## config.mk

```make
export PLATFORM = sky130hd
export DESIGN_NAME = instr_fetch_unit
export DESIGN_NICKNAME = d
export VERILOG_FILES = /design/src/rtl/instr_fetch_unit.sv
export SDC_FILE = /design/constraint.sdc
export NUM_CORES = 1
export LEC_CHECK = 0
export BUFFER_PORTS_ARGS = -buffer_cell sky130_fd_sc_hd__clkbuf_2
export CORE_ASPECT_RATIO = 0.7
export CORE_MARGIN = 3
export CORE_UTILIZATION = 54
export DETAILED_ROUTE_END_ITERATION = 7
export PLACE_DENSITY = 0.86
export SLEW_MARGIN = 20
export SYNTH_ARGS = -nofsm -noshare
export SYNTH_HDL_FRONTEND = slang
export SYNTH_SLANG_ARGS = --single-unit
```

## constraint.sdc

```tcl
create_clock -name clk_i -period 5.2 [get_ports clk_i]
set_clock_uncertainty 0.2 [all_clocks]
set_input_delay 0.52 -clock clk_i [delete_from_list [all_inputs] [get_ports clk_i]]
set_output_delay 0.52 -clock clk_i [all_outputs]
set_load 0.05 [all_outputs]
```

## src/rtl/instr_fetch_unit.sv

```systemverilog
// Instruction fetch unit: owns the PC, fetches words from instruction memory,
// holds the current instruction for the decode controller and computes the
// next PC on the controller's write_pc strobe.
// Optional feature macro: HALT_DETECT_EN (opcode 6'b111111 stops fetching).
module instr_fetch_unit #(
  parameter int unsigned       ADDR_W   = 16,
  parameter logic [ADDR_W-1:0] RESET_PC = '0
) (
  input  logic              clk_i,
  input  logic              rst_i,
  output logic              imem_req_o,
  output logic [ADDR_W-1:0] imem_addr_o,
  input  logic [31:0]       imem_rdata_i,
  input  logic              imem_valid_i,
  output logic [31:0]       instr_o,
  output logic [5:0]        opecode_o,
  output logic [5:0]        funct_o,
  output logic              instr_valid_o,
  output logic [ADDR_W-1:0] pc_o,
  input  logic              write_pc_i,
  input  logic [1:0]        cp_type_i,
  input  logic              enbranch_i,
  input  logic              write_lr_i,
  input  logic [ADDR_W-1:0] jr_target_i,
  output logic [ADDR_W-1:0] link_addr_o,
  output logic              halted_o
);

`ifdef HALT_DETECT_EN
  typedef enum logic [1:0] {StFetch, StExec, StHalt} state_e;
`else
  typedef enum logic [1:0] {StFetch, StExec} state_e;
`endif

  state_e            state_q, state_d;
  logic [ADDR_W-1:0] pc_q, pc_d;
  logic [ADDR_W-1:0] link_q, link_d;
  logic [31:0]       instr_q, instr_d;
  logic [ADDR_W-1:0] pc_inc;
  logic [ADDR_W-1:0] imm_sext;
  logic [ADDR_W-1:0] next_pc;

  // Sign-extends (or truncates, for narrow PCs) the 16-bit branch offset.
  assign pc_inc   = pc_q + ADDR_W'(1);
  assign imm_sext = ADDR_W'($signed(instr_q[15:0]));

  // Next-PC selection; all arithmetic wraps modulo 2^ADDR_W.
  always_comb begin
    next_pc = pc_inc;
    case (cp_type_i)
      2'b00:   next_pc = pc_inc;
      2'b01:   next_pc = jr_target_i;
      2'b10:   next_pc = instr_q[ADDR_W-1:0];
      default: next_pc = enbranch_i ? (pc_inc + imm_sext) : pc_inc;
    endcase
  end

  // FSM next-state plus PC, instruction and link register updates.
  always_comb begin
    state_d = state_q;
    pc_d    = pc_q;
    instr_d = instr_q;
    link_d  = link_q;
    case (state_q)
      StFetch: begin
        if (imem_valid_i) begin
          instr_d = imem_rdata_i;
          state_d = StExec;
        end
      end
      StExec: begin
        if (write_pc_i) begin
`ifdef HALT_DETECT_EN
          if (instr_q[31:26] == 6'b111111) begin
            state_d = StHalt;
          end else
`endif
          begin
            pc_d    = next_pc;
            state_d = StFetch;
            if (write_lr_i) begin
              link_d = pc_inc;
            end
          end
        end
      end
`ifdef HALT_DETECT_EN
      StHalt: state_d = StHalt;
`endif
      default: state_d = StFetch;
    endcase
  end

  // State registers; reset also aborts any fetch in flight.
  always_ff @(posedge clk_i or posedge rst_i) begin
    if (rst_i) begin
      state_q <= StFetch;
      pc_q    <= RESET_PC;
      instr_q <= '0;
      link_q  <= '0;
    end else begin
      state_q <= state_d;
      pc_q    <= pc_d;
      instr_q <= instr_d;
      link_q  <= link_d;
    end
  end

  assign imem_req_o    = (state_q == StFetch);
  assign imem_addr_o   = pc_q;
  assign instr_o       = instr_q;
  assign opecode_o     = instr_q[31:26];
  assign funct_o       = instr_q[5:0];
  assign instr_valid_o = (state_q == StExec);
  assign pc_o          = pc_q;
  assign link_addr_o   = link_q;
`ifdef HALT_DETECT_EN
  assign halted_o      = (state_q == StHalt);
`else
  assign halted_o      = 1'b0;
`endif

endmodule
```

; After elaboration in Yosys (flattened, before gate mapping)
; Index checks and enable logic that the tools add are counted.
[classes]
muxes = 5
addsub = 2
n_reduce_logical = 6
n_eq_ne = 5
[op_table]
columns = cell, count
row1 = $pmux 16 s3, 1
row2 = $add 16x1->16 const B, 1
row3 = $add 16x16->16, 1
row4 = $mux 16, 1
row5 = $reduce_and 2->1, 3
row6 = $eq 2x1->1 const B, 2
row7 = $logic_not 2->1, 2
row8 = $mux 2, 2
row9 = $ne 2x1->1 const B, 2
row10 = $pmux 2 s2, 1
row11 = $reduce_and 3->1, 1
row12 = $eq 2x2->1 const B, 1
[totals]
in_bits = 56
ff_bits = 66
output_inout_bits = 95
elab_cells = 22

; Longest topological paths before layout
; Gate-level depths: netlist (run 1).
[logic_depth]
ltp_word = 4
ltp_mapped = 12
mapped_depth_nobuf = 12

; Least setup slack after synthesis (run 1)
; OpenSTA, ideal clock, no wires.
[synth_path]
path_type = reg-to-reg
start = register pc_q[0], in the netlist imem_addr_o[0]
end = register pc_q[15], in the netlist imem_addr_o[15]
t_required_ps = 4858
stages_incl_launch_ff = 13
n_path_buf = 1
setup_slack_ps = 1836
t_arrival_ps = 3021
period_less_slack_ps = 3364
setup_ps = 142
cell_sequence = dfrtp_1 ha_1 and4_4 nand4_1 xnor2_2 ha_1 buf_2 a21oi_1 o21ai_0 mux2i_1 a221oi_2 xnor2_1 o221ai_1
[synth_between]
elab_chain_len = 4
[synth_rtl]
columns = item, line
row1 = "start, declared", 36  ; logic [ADDR_W-1:0] pc_q, pc_d;
row2 = "start signal, assigned", 103  ; pc_q <= pc_d;
row3 = $add 16x1->16, 44  ; assign pc_inc = pc_q + ADDR_W'(1);
row4 = via pc_inc[12], 39  ; logic [ADDR_W-1:0] pc_inc;
row5 = $add 16x16->16, 54  ; default: next_pc = enbranch_i ? (pc_inc + imm_sext) : pc_inc;
row6 = $mux 16, 54
row7 = $pmux 16 s3, 50  ; case (cp_type_i)
; The timed path passes the listed nets, and every way through them passes these cells.
; A chain may end at the register's enable or synchronous reset.

; Final worst setup path (run 1)
[layout_path]
start = register pc_q[0], in the netlist imem_addr_o[0]
end = register pc_q[9], in the netlist imem_addr_o[9]
; Same word-level chain as after synthesis.

==> impl_metrics.xml, run 1 <==
<?xml version="1.0" encoding="UTF-8"?>
<metrics>
  <group name="outcome">
    <metric name="status" unit="">finished clean</metric>
  </group>
  <group name="worst_setup_path">
    <metric name="end_kind" unit="">register</metric>
    <metric name="worst-r2r-setup-slack" unit="ps">1680</metric>
    <metric name="cp_num_buf_inv" unit="">0</metric>
    <metric name="cpLargestDelayFamily" unit="">compound AO/OA/AOI/OAI gates</metric>
    <metric name="cpMaxStageDelayCell" unit="">sky130_fd_sc_hd__dfrtp_1</metric>
    <metric name="critical-path-max-stage-delay" unit="ps">520</metric>
    <metric name="crit_cells" unit="">10</metric>
    <metric name="cp.arrival" unit="ps">3580</metric>
    <metric name="setup.worst_path.end" unit="">imem_addr_o[9]</metric>
    <metric name="cp-startpoint" unit="">imem_addr_o[0]</metric>
    <metric name="crit_path_max_fanout" unit="">7</metric>
    <metric name="setup_crit_start_kind" unit="">register</metric>
    <metric name="worst-endpoint-required" unit="ps">5260</metric>
    <metric name="rr_endpoint" unit="">imem_addr_o[9]</metric>
    <metric name="crit_chain" unit="">ha_1 &gt; nand3_1 &gt; xnor2_1 &gt; ha_1 &gt; a211oi_1 &gt; o21ai_0 &gt; a21oi_1 &gt; o21ai_0 &gt; mux2i_1 &gt; o31ai_1</metric>
    <metric name="critical_path.reg2reg.startpoint" unit="">imem_addr_o[0]</metric>
    <metric name="critPathKind" unit="">reg2reg</metric>
    <metric name="r2r.worst_path.cells" unit="">10</metric>
  </group>
  <group name="grt">
    <metric name="via_count_of_the_first_global_routing_pass" unit="">3431</metric>
    <metric name="grt_usage" unit="">0.266</metric>
    <metric name="grt_antenna_before_repair" unit="">0</metric>
    <metric name="grt_pass1_wl" unit="microns">18200</metric>
    <metric name="grt_overflow_total" unit="">0</metric>
    <metric name="grt_max_degree" unit="">66</metric>
  </group>
  <group name="routing">
    <metric name="total_wire_length_after_detailed_routing" unit="microns">11500</metric>
    <metric name="via_count" unit="">3685</metric>
    <metric name="ant_nets" unit="">0</metric>
    <metric name="routedWlPerCell" unit="microns">18.2</metric>
    <metric name="first_iter_violations" unit="">450</metric>
    <metric name="drt_drc_violations_left" unit="">0</metric>
    <metric name="routed_via_count_divided_by_cell_count" unit="">5.81</metric>
    <metric name="drt_pre_antenna_iters" unit="">5</metric>
  </group>
  <group name="synth">
    <metric name="adder_and_majority_gate_portion_of_the_synthesized_area" unit="">0.0554</metric>
    <metric name="synth-edff-count" unit="">0</metric>
    <metric name="largest_family_of_logic_cells_by_synthesized_area" unit="">multiplexers</metric>
    <metric name="syn-cell-area" unit="sq um">4200</metric>
    <metric name="postSynthRegisterBits" unit="">65</metric>
    <metric name="postSynth.topFlopCell" unit="">sky130_fd_sc_hd__dfrtp_1</metric>
    <metric name="syn-num-nets" unit="">489</metric>
    <metric name="asyncSetResetFlopFracSynth" unit="">1.00</metric>
    <metric name="yosys_warnings" unit="">0</metric>
    <metric name="number_of_instances_in_the_synthesized_netlist" unit="">415</metric>
    <metric name="postSynthAreaPerCell" unit="sq um">10.1</metric>
    <metric name="synthDominantCellAreaShare" unit="">0.387</metric>
    <metric name="yosys.cell_count.top_type" unit="">sky130_fd_sc_hd__dfrtp_1</metric>
    <metric name="synthDistinctLibCells" unit="">56</metric>
    <metric name="synth_area_in_simple_gates" unit="">0.117</metric>
    <metric name="synth-xor-area-share" unit="">0.0557</metric>
    <metric name="synth_compound_area_frac" unit="">0.139</metric>
    <metric name="seq_area_frac_synth" unit="">0.387</metric>
    <metric name="post-synth-top-area-cell" unit="">sky130_fd_sc_hd__dfrtp_1</metric>
    <metric name="most_numerous_cell_types_in_the_synthesized_netlist" unit="">65 x sky130_fd_sc_hd__dfrtp_1, 45 x sky130_fd_sc_hd__mux2_2, 42 x sky130_fd_sc_hd__nand2_1, 29 x sky130_fd_sc_hd__buf_4, 23 x sky130_fd_sc_hd__a21oi_1</metric>
    <metric name="synthMuxAreaShare" unit="">0.159</metric>
    <metric name="synthTopCellsByArea" unit="">sky130_fd_sc_hd__dfrtp_1 39%, sky130_fd_sc_hd__mux2_2 12%, sky130_fd_sc_hd__buf_4 5.2%</metric>
  </group>
  <group name="power_and_ir_drop">
    <metric name="total_switching_power" unit="mW">2.09</metric>
    <metric name="combPwrFrac" unit="">0.641</metric>
    <metric name="cellInternalPower" unit="mW">1.62</metric>
    <metric name="clkPwrFrac" unit="">0.117</metric>
    <metric name="worst_ir_drop_vdd" unit="V">0.000525</metric>
    <metric name="switching_share" unit="">0.563</metric>
    <metric name="power_per_cell_area" unit="nW/um^2">743</metric>
    <metric name="p_seq_frac" unit="">0.242</metric>
    <metric name="static-leakage-power" unit="nW">2.40</metric>
  </group>
  <group name="cts">
    <metric name="postCtsSetupRepairBufs" unit="">0</metric>
    <metric name="cts_sinks" unit="">65</metric>
    <metric name="cts_htree_levels" unit="">3</metric>
    <metric name="cts_made_buffers" unit="">9</metric>
    <metric name="post_cts_resize_count" unit="">0</metric>
    <metric name="cts_tree" unit="">done</metric>
    <metric name="max-clock-path-buffers" unit="">2</metric>
    <metric name="path_clk_slew" unit="ps">70</metric>
    <metric name="clk-insertion-delay-late" unit="ps">360</metric>
    <metric name="cts_root_buffer" unit="">sky130_fd_sc_hd__clkbuf_8</metric>
    <metric name="post_cts_hold_buffer_count" unit="">0</metric>
  </group>
  <group name="layout">
    <metric name="syn2layout_area_growth" unit="%">18.9</metric>
    <metric name="diodes" unit="">0</metric>
    <metric name="layout-drive-gt1-share" unit="">0.425</metric>
    <metric name="final_nets" unit="">605</metric>
  </group>
  <group name="timing">
    <metric name="setup_viol" unit="">0</metric>
    <metric name="achievable-frequency" unit="GHz">0.284</metric>
    <metric name="tightestPinTransition" unit="ps">825</metric>
    <metric name="final_hold_viol_count" unit="">0</metric>
    <metric name="period_needed" unit="ps">3520</metric>
    <metric name="slew_headroom" unit="">0.450</metric>
    <metric name="timing.final.crit_share" unit="">0.677</metric>
    <metric name="unrepaired_setup_endpoints_after_global_routing" unit="">no</metric>
    <metric name="post_layout_worst_setup_margin" unit="ps">1680</metric>
    <metric name="slew_viol_final" unit="">0</metric>
    <metric name="finalSetupTns" unit="ps">0</metric>
  </group>
  <group name="floorplanning">
    <metric name="fp.dieW" unit="microns">111</metric>
    <metric name="floorplan.die.height" unit="microns">79.8</metric>
    <metric name="die_area" unit="sq um">8880</metric>
    <metric name="start_util" unit="">0.566</metric>
    <metric name="floorplan.rows" unit="">26</metric>
    <metric name="ioPinCount" unit="">151</metric>
    <metric name="floorplan.core_area" unit="sq um">7420</metric>
  </group>
  <group name="flow_run">
    <metric name="max_cap_violations" unit="">0</metric>
  </group>
  <group name="placed_design">
    <metric name="post-place-ws" unit="ps">1840</metric>
    <metric name="globalplace.congestion" unit="">0.940</metric>
    <metric name="hpwl" unit="microns">8730</metric>
    <metric name="io_buffer_count" unit="">149</metric>
  </group>
  <group name="hold_path">
    <metric name="min-delay-path-class" unit="">in2async</metric>
  </group>
</metrics>
-- cell type report --
class | instances | area [sq um]
clock buffers | 11 | 141
clock inverters | 5 | 55.1
fillers | 604 | 2420
inverters | 18 | 67.6
multi-input cells | 286 | 2220
flip-flops and latches | 65 | 1630
well taps | 98 | 123
repair buffers | 151 | 761
-- routing by layer --
metal | global-route usage | part of all wire | up-vias | routed length, microns
met1 | 0.375 | 0.44 | 1733 | 5120
met4 | 0.0984 | 0.020 | 0 | 228
met2 | 0.387 | 0.42 | 227 | 4830
li1 | - | - | 1701 | -
met5 | 0 | 0 | - | 0
met3 | 0.0818 | 0.12 | 24 | 1340
-- kinds of logic (layout without fill, tap and decap cells) --
| group | count (synthesis) | count (layout) |
|---|---|---|
| muxes | 55 | 55 |
| buffers and inverters | 64 | 185 |
| AOI/OAI and AO/OA | 88 | 88 |
| DFF | 65 | 65 |
| other | 1 | 1 |
| xor gates and xnor gates | 25 | 25 |
| adders and majority gates | 18 | 18 |
| and+or+nand+nor | 99 | 99 |
-- sequential cells by signal (all words and copies together) (netlist names) --
register	count
imem_addr_o	16
instr_o	32
link_addr_o	16
state_q	1
-- worst register-to-register path, delay by kind of cell (launching register included) --
| kind | cells | cell delay (ps) |
|---|---|---|
| xor gates and xnor gates | 1 | 430 |
| DFF | 1 | 520 |
| and+or+nand+nor | 1 | 110 |
| muxes | 1 | 140 |
| adders and majority gates | 2 | 680 |
| AOI/OAI and AO/OA | 5 | 1350 |
-- cells in the final DEF, fill, tap and decap left out, types with 10 or more instances in the layout --
cell type                  instances
sky130_fd_sc_hd__o21ai_0          20
sky130_fd_sc_hd__xnor2_1          18
sky130_fd_sc_hd__inv_1            17
sky130_fd_sc_hd__ha_1             17
sky130_fd_sc_hd__clkbuf_8         10
sky130_fd_sc_hd__nor2_1           15
sky130_fd_sc_hd__dfrtp_1          65
sky130_fd_sc_hd__mux2_2           45
sky130_fd_sc_hd__clkbuf_2        149
sky130_fd_sc_hd__a21oi_1          23
sky130_fd_sc_hd__nand2_1          42
-- power by group through the flow --
stage,sequential (mW),clock [mW],combinational (mW)
final,0.899,0.434,2.38
after global routing,0.931,0.467,2.52
after CTS,0.896,0.440,2.36
after detailed placement,0.904,0,2.35
after global placement,0.889,0,2.32
after floorplan,1.46,0,1.34
-- stage by stage --
step	util	cell area (sq um)	hold WS (ps)	std cells	total power [mW]
6_report	0.673	4990	178	634	3.71
5_1_grt	0.673	4990	175	634	3.92
4_1_cts	0.673	4990	181	634	3.70
3_5_place_dp	0.647	4800	271	618	3.25
3_3_place_gp	0.647	4800	261	618	3.21
2_1_floorplan	-	4200	445	415	2.81
-- how the worst min path moves through the flow --
stage | startpoint | to | slack, ps | cells after the start
3_3_place_gp | link_addr_o[7] | link_addr_o[7] | 260 | 2
5_1_grt | imem_rdata_i[21] | instr_o[21] | 180 | 2
2_1_floorplan | imem_valid_i | state_q[0] | 440 | 2
6_report | rst_i | imem_addr_o[2] | 180 | 3
3_5_place_dp | link_addr_o[0] | link_addr_o[0] | 270 | 2
4_1_cts | imem_rdata_i[16] | instr_o[16] | 180 | 2
(Power assumes the default switching activity.)
==> run 2: changes to the inputs <==
- ABC_AREA: default -> 1
- CORE_UTILIZATION: 54 -> 46
- PLACE_DENSITY: 0.86 -> 0.77
- clock period: 5.2 -> 3.19 ns (I/O delays scaled with it)
==> run 2 against run 1 <==
Final cell count grew 33%. Register-to-register slack worse by 1500 ps. Power rose by 65%. Global-route usage down 1.1 points. Final area up 10%. Clock power rose by 140%. Synthesized area rose by 3.9%. Critical endpoint is now imem_addr_o[15]. Die area grew 21%. Core utilization shrank 7.1 points. Critical path type unchanged. First-iteration DRC count is 22% lower. Synthesized cell count up 40%. Sequential share of layout area shrank 3.0 points.
==> impl_metrics.xml, run 2 <==
<?xml version="1.0" encoding="UTF-8"?>
<metrics>
  <group name="routing">
    <metric name="routedWlPerCell" unit="microns">16.0</metric>
    <metric name="total_wire_length_after_detailed_routing" unit="microns">13600</metric>
    <metric name="via_count" unit="">4245</metric>
    <metric name="ant_nets" unit="">0</metric>
    <metric name="drt_drc_violations_left" unit="">0</metric>
    <metric name="first_iter_violations" unit="">352</metric>
    <metric name="drt_pre_antenna_iters" unit="">5</metric>
    <metric name="routed_via_count_divided_by_cell_count" unit="">5.02</metric>
  </group>
  <group name="grt">
    <metric name="grt_util_met1" unit="">0.402</metric>
    <metric name="grt_pass1_wl" unit="microns">20900</metric>
    <metric name="grt.met3_usage" unit="">0.0565</metric>
    <metric name="grt_antenna_before_repair" unit="">0</metric>
    <metric name="groute.layer.met2.usage" unit="">0.355</metric>
    <metric name="grt_overflow_total" unit="">0</metric>
    <metric name="via_count_of_the_first_global_routing_pass" unit="">3862</metric>
    <metric name="grt_usage" unit="">0.255</metric>
    <metric name="grt_max_degree" unit="">45</metric>
    <metric name="global_route_hottest_layer" unit="">met1</metric>
  </group>
  <group name="timing">
    <metric name="fin_worst_hold_slack" unit="ps">1.83</metric>
    <metric name="slew_headroom" unit="">0.355</metric>
    <metric name="period_needed" unit="ps">2980</metric>
    <metric name="final_hold_viol_count" unit="">0</metric>
    <metric name="achievable-frequency" unit="GHz">0.335</metric>
    <metric name="setup_viol" unit="">0</metric>
    <metric name="tightestPinTransition" unit="ps">967</metric>
    <metric name="slew_viol_final" unit="">0</metric>
    <metric name="timing.final.crit_share" unit="">0.935</metric>
  </group>
  <group name="placed_design">
    <metric name="hpwl" unit="microns">10600</metric>
    <metric name="place_inst" unit="">822</metric>
    <metric name="globalplace.congestion" unit="">0.855</metric>
    <metric name="detailed_place.area" unit="sq um">5090</metric>
    <metric name="io_buffer_count" unit="">149</metric>
  </group>
  <group name="layout">
    <metric name="final.fill_count" unit="">871</metric>
    <metric name="postLayoutCoreUtil" unit="">0.602</metric>
    <metric name="final_cell_count_no_fill" unit="">845</metric>
    <metric name="layout.cell_area.non_filler" unit="sq um">5510</metric>
    <metric name="layout.cells.most_common" unit="">sky130_fd_sc_hd__clkbuf_2</metric>
    <metric name="layout-drive-gt1-share" unit="">0.323</metric>
    <metric name="final_nets" unit="">791</metric>
    <metric name="diodes" unit="">0</metric>
    <metric name="layout_common_cells" unit="">149 x sky130_fd_sc_hd__clkbuf_2, 147 x sky130_fd_sc_hd__nand2_1, 63 x sky130_fd_sc_hd__inv_1</metric>
    <metric name="syn2layout_area_growth" unit="%">26.2</metric>
    <metric name="largest_register_ffs" unit="">32</metric>
  </group>
  <group name="synth">
    <metric name="asyncSetResetFlopFracSynth" unit="">1.00</metric>
    <metric name="post-synth-top-area-cell" unit="">sky130_fd_sc_hd__dfrtp_1</metric>
    <metric name="syn-cell-area" unit="sq um">4360</metric>
    <metric name="seq_area_frac_synth" unit="">0.373</metric>
    <metric name="synthDistinctLibCells" unit="">36</metric>
    <metric name="postSynthRegisterBits" unit="">65</metric>
    <metric name="yosys_warnings" unit="">0</metric>
    <metric name="most_numerous_cell_types_in_the_synthesized_netlist" unit="">148 x sky130_fd_sc_hd__nand2_1, 65 x sky130_fd_sc_hd__dfrtp_1, 64 x sky130_fd_sc_hd__inv_1, 46 x sky130_fd_sc_hd__nor2_1, 44 x sky130_fd_sc_hd__a21oi_1</metric>
    <metric name="postSynth.topFlopCell" unit="">sky130_fd_sc_hd__dfrtp_1</metric>
    <metric name="syn-num-nets" unit="">653</metric>
    <metric name="synthTopCellsByArea" unit="">sky130_fd_sc_hd__dfrtp_1 37%, sky130_fd_sc_hd__nand2_1 13%, sky130_fd_sc_hd__inv_1 5.5%</metric>
    <metric name="postSynthAreaPerCell" unit="sq um">7.54</metric>
    <metric name="number_of_instances_in_the_synthesized_netlist" unit="">579</metric>
    <metric name="yosys.cell_count.top_type" unit="">sky130_fd_sc_hd__nand2_1</metric>
    <metric name="synthDominantCellAreaShare" unit="">0.373</metric>
    <metric name="synth-edff-count" unit="">0</metric>
  </group>
  <group name="worst_setup_path">
    <metric name="critical-path-max-stage-delay" unit="ps">420</metric>
    <metric name="crit_chain" unit="">ha_2 &gt; nand3_2 &gt; nor2_4 &gt; nand2_2 &gt; nor2_4 &gt; nand3_1 &gt; nand2_2 &gt; inv_1 &gt; ha_1 &gt; nand2_1 &gt; inv_1 &gt; nand2_1 &gt; nand2_1 &gt; a21oi_2 &gt; nand3_1 &gt; nand3_1 &gt; nand2_1 &gt; nand3_1 &gt; a21oi_1</metric>
    <metric name="cpLargestDelayFamily" unit="">simple AND/OR/NAND/NOR gates</metric>
    <metric name="worst-endpoint-required" unit="ps">3200</metric>
    <metric name="crit_path_max_fanout" unit="">7</metric>
    <metric name="cpMaxStageDelayCell" unit="">sky130_fd_sc_hd__dfrtp_2</metric>
    <metric name="setup_crit_start_kind" unit="">register</metric>
    <metric name="critPathKind" unit="">reg2reg</metric>
    <metric name="cp.arrival" unit="ps">2990</metric>
    <metric name="end_kind" unit="">register</metric>
    <metric name="cp_num_buf_inv" unit="">2</metric>
  </group>
  <group name="cts">
    <metric name="cts_sinks" unit="">65</metric>
    <metric name="cts_tree" unit="">done</metric>
    <metric name="cts_made_buffers" unit="">9</metric>
    <metric name="path_clk_slew" unit="ps">60</metric>
    <metric name="cts_htree_levels" unit="">3</metric>
    <metric name="max-clock-path-buffers" unit="">2</metric>
    <metric name="cts_root_buffer" unit="">sky130_fd_sc_hd__clkbuf_16</metric>
    <metric name="clk-insertion-delay-late" unit="ps">330</metric>
  </group>
  <group name="flow_run">
    <metric name="max_cap_violations" unit="">0</metric>
  </group>
  <group name="power_and_ir_drop">
    <metric name="worst_ir_drop_vdd" unit="V">0.000540</metric>
    <metric name="power_per_cell_area" unit="nW/um^2">1110</metric>
    <metric name="finalPower" unit="mW">6.14</metric>
    <metric name="static-leakage-power" unit="nW">2.95</metric>
  </group>
  <group name="floorplanning">
    <metric name="floorplan.core_area" unit="sq um">9140</metric>
    <metric name="floorplan.rows" unit="">29</metric>
    <metric name="die_area" unit="sq um">10700</metric>
    <metric name="fp.dieW" unit="microns">122</metric>
    <metric name="floorplan.die.height" unit="microns">87.5</metric>
    <metric name="ioPinCount" unit="">151</metric>
    <metric name="start_util" unit="">0.477</metric>
  </group>
  <group name="outcome">
    <metric name="status" unit="">finished clean</metric>
  </group>
  <group name="hold_path">
    <metric name="min-delay-path-class" unit="">in2async</metric>
  </group>
</metrics>
==> run 2: final cells by class <==
cell class                      instances  area (sq um)  area share
Clock buffer                           12           246      0.0448
Clock inverter                          3          65.1      0.0118
Inverter                               71           267      0.0484
Multi-Input combinational cell        398          2220       0.403
Sequential cell                        65          1630       0.296
Tap cell                              124           155      0.0282
Timing Repair Buffer                  172           921       0.167
==> run 2: report_power, final <==
group	switching [mW]	leakage (nW)	internal, mW
Combinational	2.71	2.05	1.04
Clock	0.349	0.153	0.700
Sequential	0.259	0.753	1.08
==> run 2: worst reg2reg max path, delay by kind of cell, from the launching register on <==
family | cells | cell delay [ps]
flops | 1 | 420
buf+inv | 2 | 140
simple gates | 13 | 1350
fa+ha+maj | 2 | 550
compound gates | 2 | 220
==> run 2: routing by layer <==
layer | wire (microns) | vias up
met5 | 0 | -
met4 | 91 | 0
met3 | 1110 | 8
met2 | 5560 | 179
met1 | 6800 | 1949
li1 | - | 2109
==> run 2: final timing paths <==
kind	from	endpoint	slack (ps)	depth (start not counted)
worst max-delay path	imem_addr_o[0]	imem_addr_o[15]	210	19
worst min-delay path	rst_i	instr_o[21]	2	2
worst max register to register	imem_addr_o[0]	imem_addr_o[15]	210	19
worst min register to register	link_addr_o[4]	link_addr_o[4]	280	2
max in group asynchronous	rst_i	imem_addr_o[8]	2010	3
min in group clk_i	imem_rdata_i[6]	instr_o[6]	20	2
==> run 2: cell families (layout without fill, tap and decap cells) <==
family          count (synthesis)  count (layout)  synth area share
buf+inv                       116             258             0.127
compound gates                101             101             0.125
other cells                     1               1          0.000860
mux                            20              20            0.0516
fa+ha+maj                      18              18            0.0533
flops                          65              65             0.373
xor+xnor                       15              15            0.0353
simple gates                  243             243             0.234
==> run 2: through the flow <==
| stage | setup TNS (ps) | worst slack, ps |
|---|---|---|
| finish | 0 | 206 |
| global route | -30.9 | -16.7 |
| floorplan | 0 | 111 |
| global placement | 0 | 140 |
| CTS | 0 | 101 |
| detailed placement | 0 | 120 |
==> run 2: what timing repair did <==
action                                  4_1_cts  5_1_grt
setup buffers                                 0        7
gates resized for setup                       0       14
endpoints found under the setup margin        0        6
hold endpoints to repair                      1        0
hold buffers                                  1        0
==> run 3: changes to the inputs <==
- RECOVER_POWER: default -> 25
==> run 3 against run 2 <==
The run now ends with capacitance limit, slew limit left. Non-clock buffer count did not move. Largest power group unchanged. Largest cell class unchanged. Sequential power about the same. Worst hold slack better by 14 ps.
==> impl_metrics.xml, run 3 (same netlist as run 2, synthesis figures left out) <==
<?xml version="1.0" encoding="UTF-8"?>
<metrics>
  <group name="cts">
    <metric name="cts_sinks" unit="">65</metric>
    <metric name="clk-insertion-delay-late" unit="ps">330</metric>
    <metric name="path_clk_slew" unit="ps">60</metric>
    <metric name="cts_tree" unit="">done</metric>
    <metric name="cts_root_buffer" unit="">sky130_fd_sc_hd__clkbuf_16</metric>
    <metric name="cts_htree_levels" unit="">3</metric>
    <metric name="cts_made_buffers" unit="">9</metric>
    <metric name="max-clock-path-buffers" unit="">2</metric>
  </group>
  <group name="routing">
    <metric name="routedWlPerCell" unit="microns">16.0</metric>
    <metric name="drt_pre_antenna_iters" unit="">4</metric>
    <metric name="ant_nets" unit="">0</metric>
    <metric name="drt_drc_violations_left" unit="">0</metric>
    <metric name="total_wire_length_after_detailed_routing" unit="microns">13500</metric>
    <metric name="first_iter_violations" unit="">350</metric>
    <metric name="via_count" unit="">4244</metric>
    <metric name="routed_via_count_divided_by_cell_count" unit="">5.02</metric>
  </group>
  <group name="timing">
    <metric name="slew_viol_final" unit="">45</metric>
    <metric name="timing.final.crit_share" unit="">0.937</metric>
    <metric name="fin_worst_hold_slack" unit="ps">16.0</metric>
    <metric name="period_needed" unit="ps">2990</metric>
    <metric name="achievable-frequency" unit="GHz">0.335</metric>
    <metric name="setup_viol" unit="">0</metric>
    <metric name="tightestPinTransition" unit="ps">1740</metric>
    <metric name="final_hold_viol_count" unit="">0</metric>
    <metric name="slew_headroom" unit="">-0.158</metric>
    <metric name="finalSetupTns" unit="ps">0</metric>
  </group>
  <group name="layout">
    <metric name="syn2layout_area_growth" unit="%">25.9</metric>
    <metric name="diodes" unit="">0</metric>
    <metric name="final_nets" unit="">791</metric>
    <metric name="layout_common_cells" unit="">149 x sky130_fd_sc_hd__clkbuf_2, 147 x sky130_fd_sc_hd__nand2_1, 64 x sky130_fd_sc_hd__inv_1</metric>
    <metric name="postLayoutCoreUtil" unit="">0.601</metric>
    <metric name="layout-drive-gt1-share" unit="">0.316</metric>
    <metric name="layout.cells.most_common" unit="">sky130_fd_sc_hd__clkbuf_2</metric>
    <metric name="largest_register_ffs" unit="">32</metric>
  </group>
  <group name="outcome">
    <metric name="status" unit="">complete, but fails checks</metric>
    <metric name="failed_checks" unit="">capacitance limit, slew limit</metric>
  </group>
  <group name="power_and_ir_drop">
    <metric name="worst_ir_drop_vdd" unit="V">0.000538</metric>
    <metric name="total_switching_power" unit="mW">3.32</metric>
    <metric name="cellInternalPower" unit="mW">2.82</metric>
    <metric name="p_seq_frac" unit="">0.218</metric>
    <metric name="combPwrFrac" unit="">0.611</metric>
    <metric name="power_per_cell_area" unit="nW/um^2">1120</metric>
    <metric name="switching_share" unit="">0.541</metric>
    <metric name="static-leakage-power" unit="nW">2.94</metric>
    <metric name="clkPwrFrac" unit="">0.171</metric>
  </group>
  <group name="floorplanning">
    <metric name="ioPinCount" unit="">151</metric>
    <metric name="floorplan.core_area" unit="sq um">9140</metric>
    <metric name="start_util" unit="">0.477</metric>
    <metric name="fp.dieW" unit="microns">122</metric>
    <metric name="floorplan.rows" unit="">29</metric>
    <metric name="floorplan.die.height" unit="microns">87.5</metric>
    <metric name="die_area" unit="sq um">10700</metric>
  </group>
  <group name="worst_setup_path">
    <metric name="rr_endpoint" unit="">imem_addr_o[15]</metric>
    <metric name="r2r.worst_path.cells" unit="">19</metric>
    <metric name="worst-r2r-setup-slack" unit="ps">200</metric>
    <metric name="critical-path-max-stage-delay" unit="ps">420</metric>
    <metric name="crit_chain" unit="">ha_2 &gt; nand3_2 &gt; nor2_4 &gt; nand2_2 &gt; nor2_4 &gt; nand3_1 &gt; nand2_2 &gt; inv_1 &gt; ha_1 &gt; nand2_1 &gt; inv_1 &gt; nand2_1 &gt; nand2_1 &gt; a21oi_2 &gt; nand3_1 &gt; nand3_1 &gt; nand2_1 &gt; nand3_1 &gt; a21oi_1</metric>
    <metric name="crit_path_max_fanout" unit="">7</metric>
    <metric name="worst-endpoint-required" unit="ps">3200</metric>
    <metric name="cpLargestDelayFamily" unit="">simple AND/OR/NAND/NOR gates</metric>
    <metric name="critical_path.reg2reg.startpoint" unit="">imem_addr_o[0]</metric>
    <metric name="end_kind" unit="">register</metric>
    <metric name="critPathKind" unit="">reg2reg</metric>
    <metric name="cpMaxStageDelayCell" unit="">sky130_fd_sc_hd__dfrtp_2</metric>
    <metric name="setup_crit_start_kind" unit="">register</metric>
    <metric name="cp.arrival" unit="ps">3000</metric>
    <metric name="cp_num_buf_inv" unit="">2</metric>
  </group>
  <group name="grt">
    <metric name="via_count_of_the_first_global_routing_pass" unit="">3862</metric>
    <metric name="grt_overflow_total" unit="">0</metric>
    <metric name="grt_usage" unit="">0.255</metric>
    <metric name="grt_pass1_wl" unit="microns">20900</metric>
    <metric name="grt_max_degree" unit="">45</metric>
    <metric name="grt_antenna_before_repair" unit="">0</metric>
  </group>
  <group name="hold_path">
    <metric name="whs_endpoint" unit="">instr_o[6]</metric>
    <metric name="hold_path_depth" unit="">2</metric>
    <metric name="launch_instance_of_the_worst_min_delay_path" unit="">imem_rdata_i[6]</metric>
    <metric name="min-delay-path-class" unit="">in2reg</metric>
  </group>
  <group name="placed_design">
    <metric name="io_buffer_count" unit="">149</metric>
    <metric name="hpwl" unit="microns">10600</metric>
    <metric name="globalplace.congestion" unit="">0.855</metric>
  </group>
  <group name="flow_run">
    <metric name="max_cap_violations" unit="">1</metric>
  </group>
</metrics>
## run 3: worst register-to-register path, delay by kind of cell (launching register included)
kind	cells	cell delay, ps
compound gates	2	220
fa+ha+maj	2	550
buf+inv	2	140
flops	1	420
simple gates	13	1370
## run 3: repair_timing
action	in CTS	in global routing
endpoints found under the setup margin	0	6
buffers inserted	0	7
resized for setup	0	14
hold buffers	1	0
hold endpoints to repair	1	0
## run 3: worst max-delay path by stage
stage | start | to | depth (start not counted)
2_1_floorplan | imem_addr_o[0] | imem_addr_o[15] | 19
3_3_place_gp | imem_addr_o[0] | imem_addr_o[15] | 18
3_5_place_dp | imem_addr_o[0] | imem_addr_o[15] | 19
4_1_cts | imem_addr_o[0] | imem_addr_o[15] | 18
5_1_grt | imem_addr_o[0] | imem_addr_o[13] | 20
6_report | imem_addr_o[0] | imem_addr_o[15] | 19
## run 3: stage by stage
stage	worst slack, ps	std cells	total power [mW]	area (sq um)
6_report	201	845	6.14	5490
5_1_grt	-16.7	845	6.54	5490
4_1_cts	101	838	6.02	5410
3_5_place_dp	120	822	4.96	5090
3_3_place_gp	140	822	4.94	5090
2_1_floorplan	111	579	4.16	4360
## run 3: power by group through the flow
stage          Combinational, mW  Clock, mW  Sequential, mW
2_1_floorplan               1.99          0            2.18
3_3_place_gp                3.62          0            1.32
3_5_place_dp                3.62          0            1.34
4_1_cts                     3.64       1.06            1.33
5_1_grt                     4.07       1.09            1.37
6_report                    3.75       1.05            1.34
## run 3: final cells by class
class                   count  area, sq um
repair buffers            172          906
multi-input cells         398         2220
inverters                  71          267
well taps                 124          155
fillers                   879         3650
clock buffers              12          246
flip-flops and latches     65         1630
clock inverters             3         65.1
## run 3: routing by layer
layer,GRT usage,part of all wire,vias to the layer above
li1,-,-,2108
met3,0.0565,0.080,8
met1,0.402,0.51,1949
met2,0.355,0.41,179
met4,0.0518,0.0067,0
met5,0,0,-
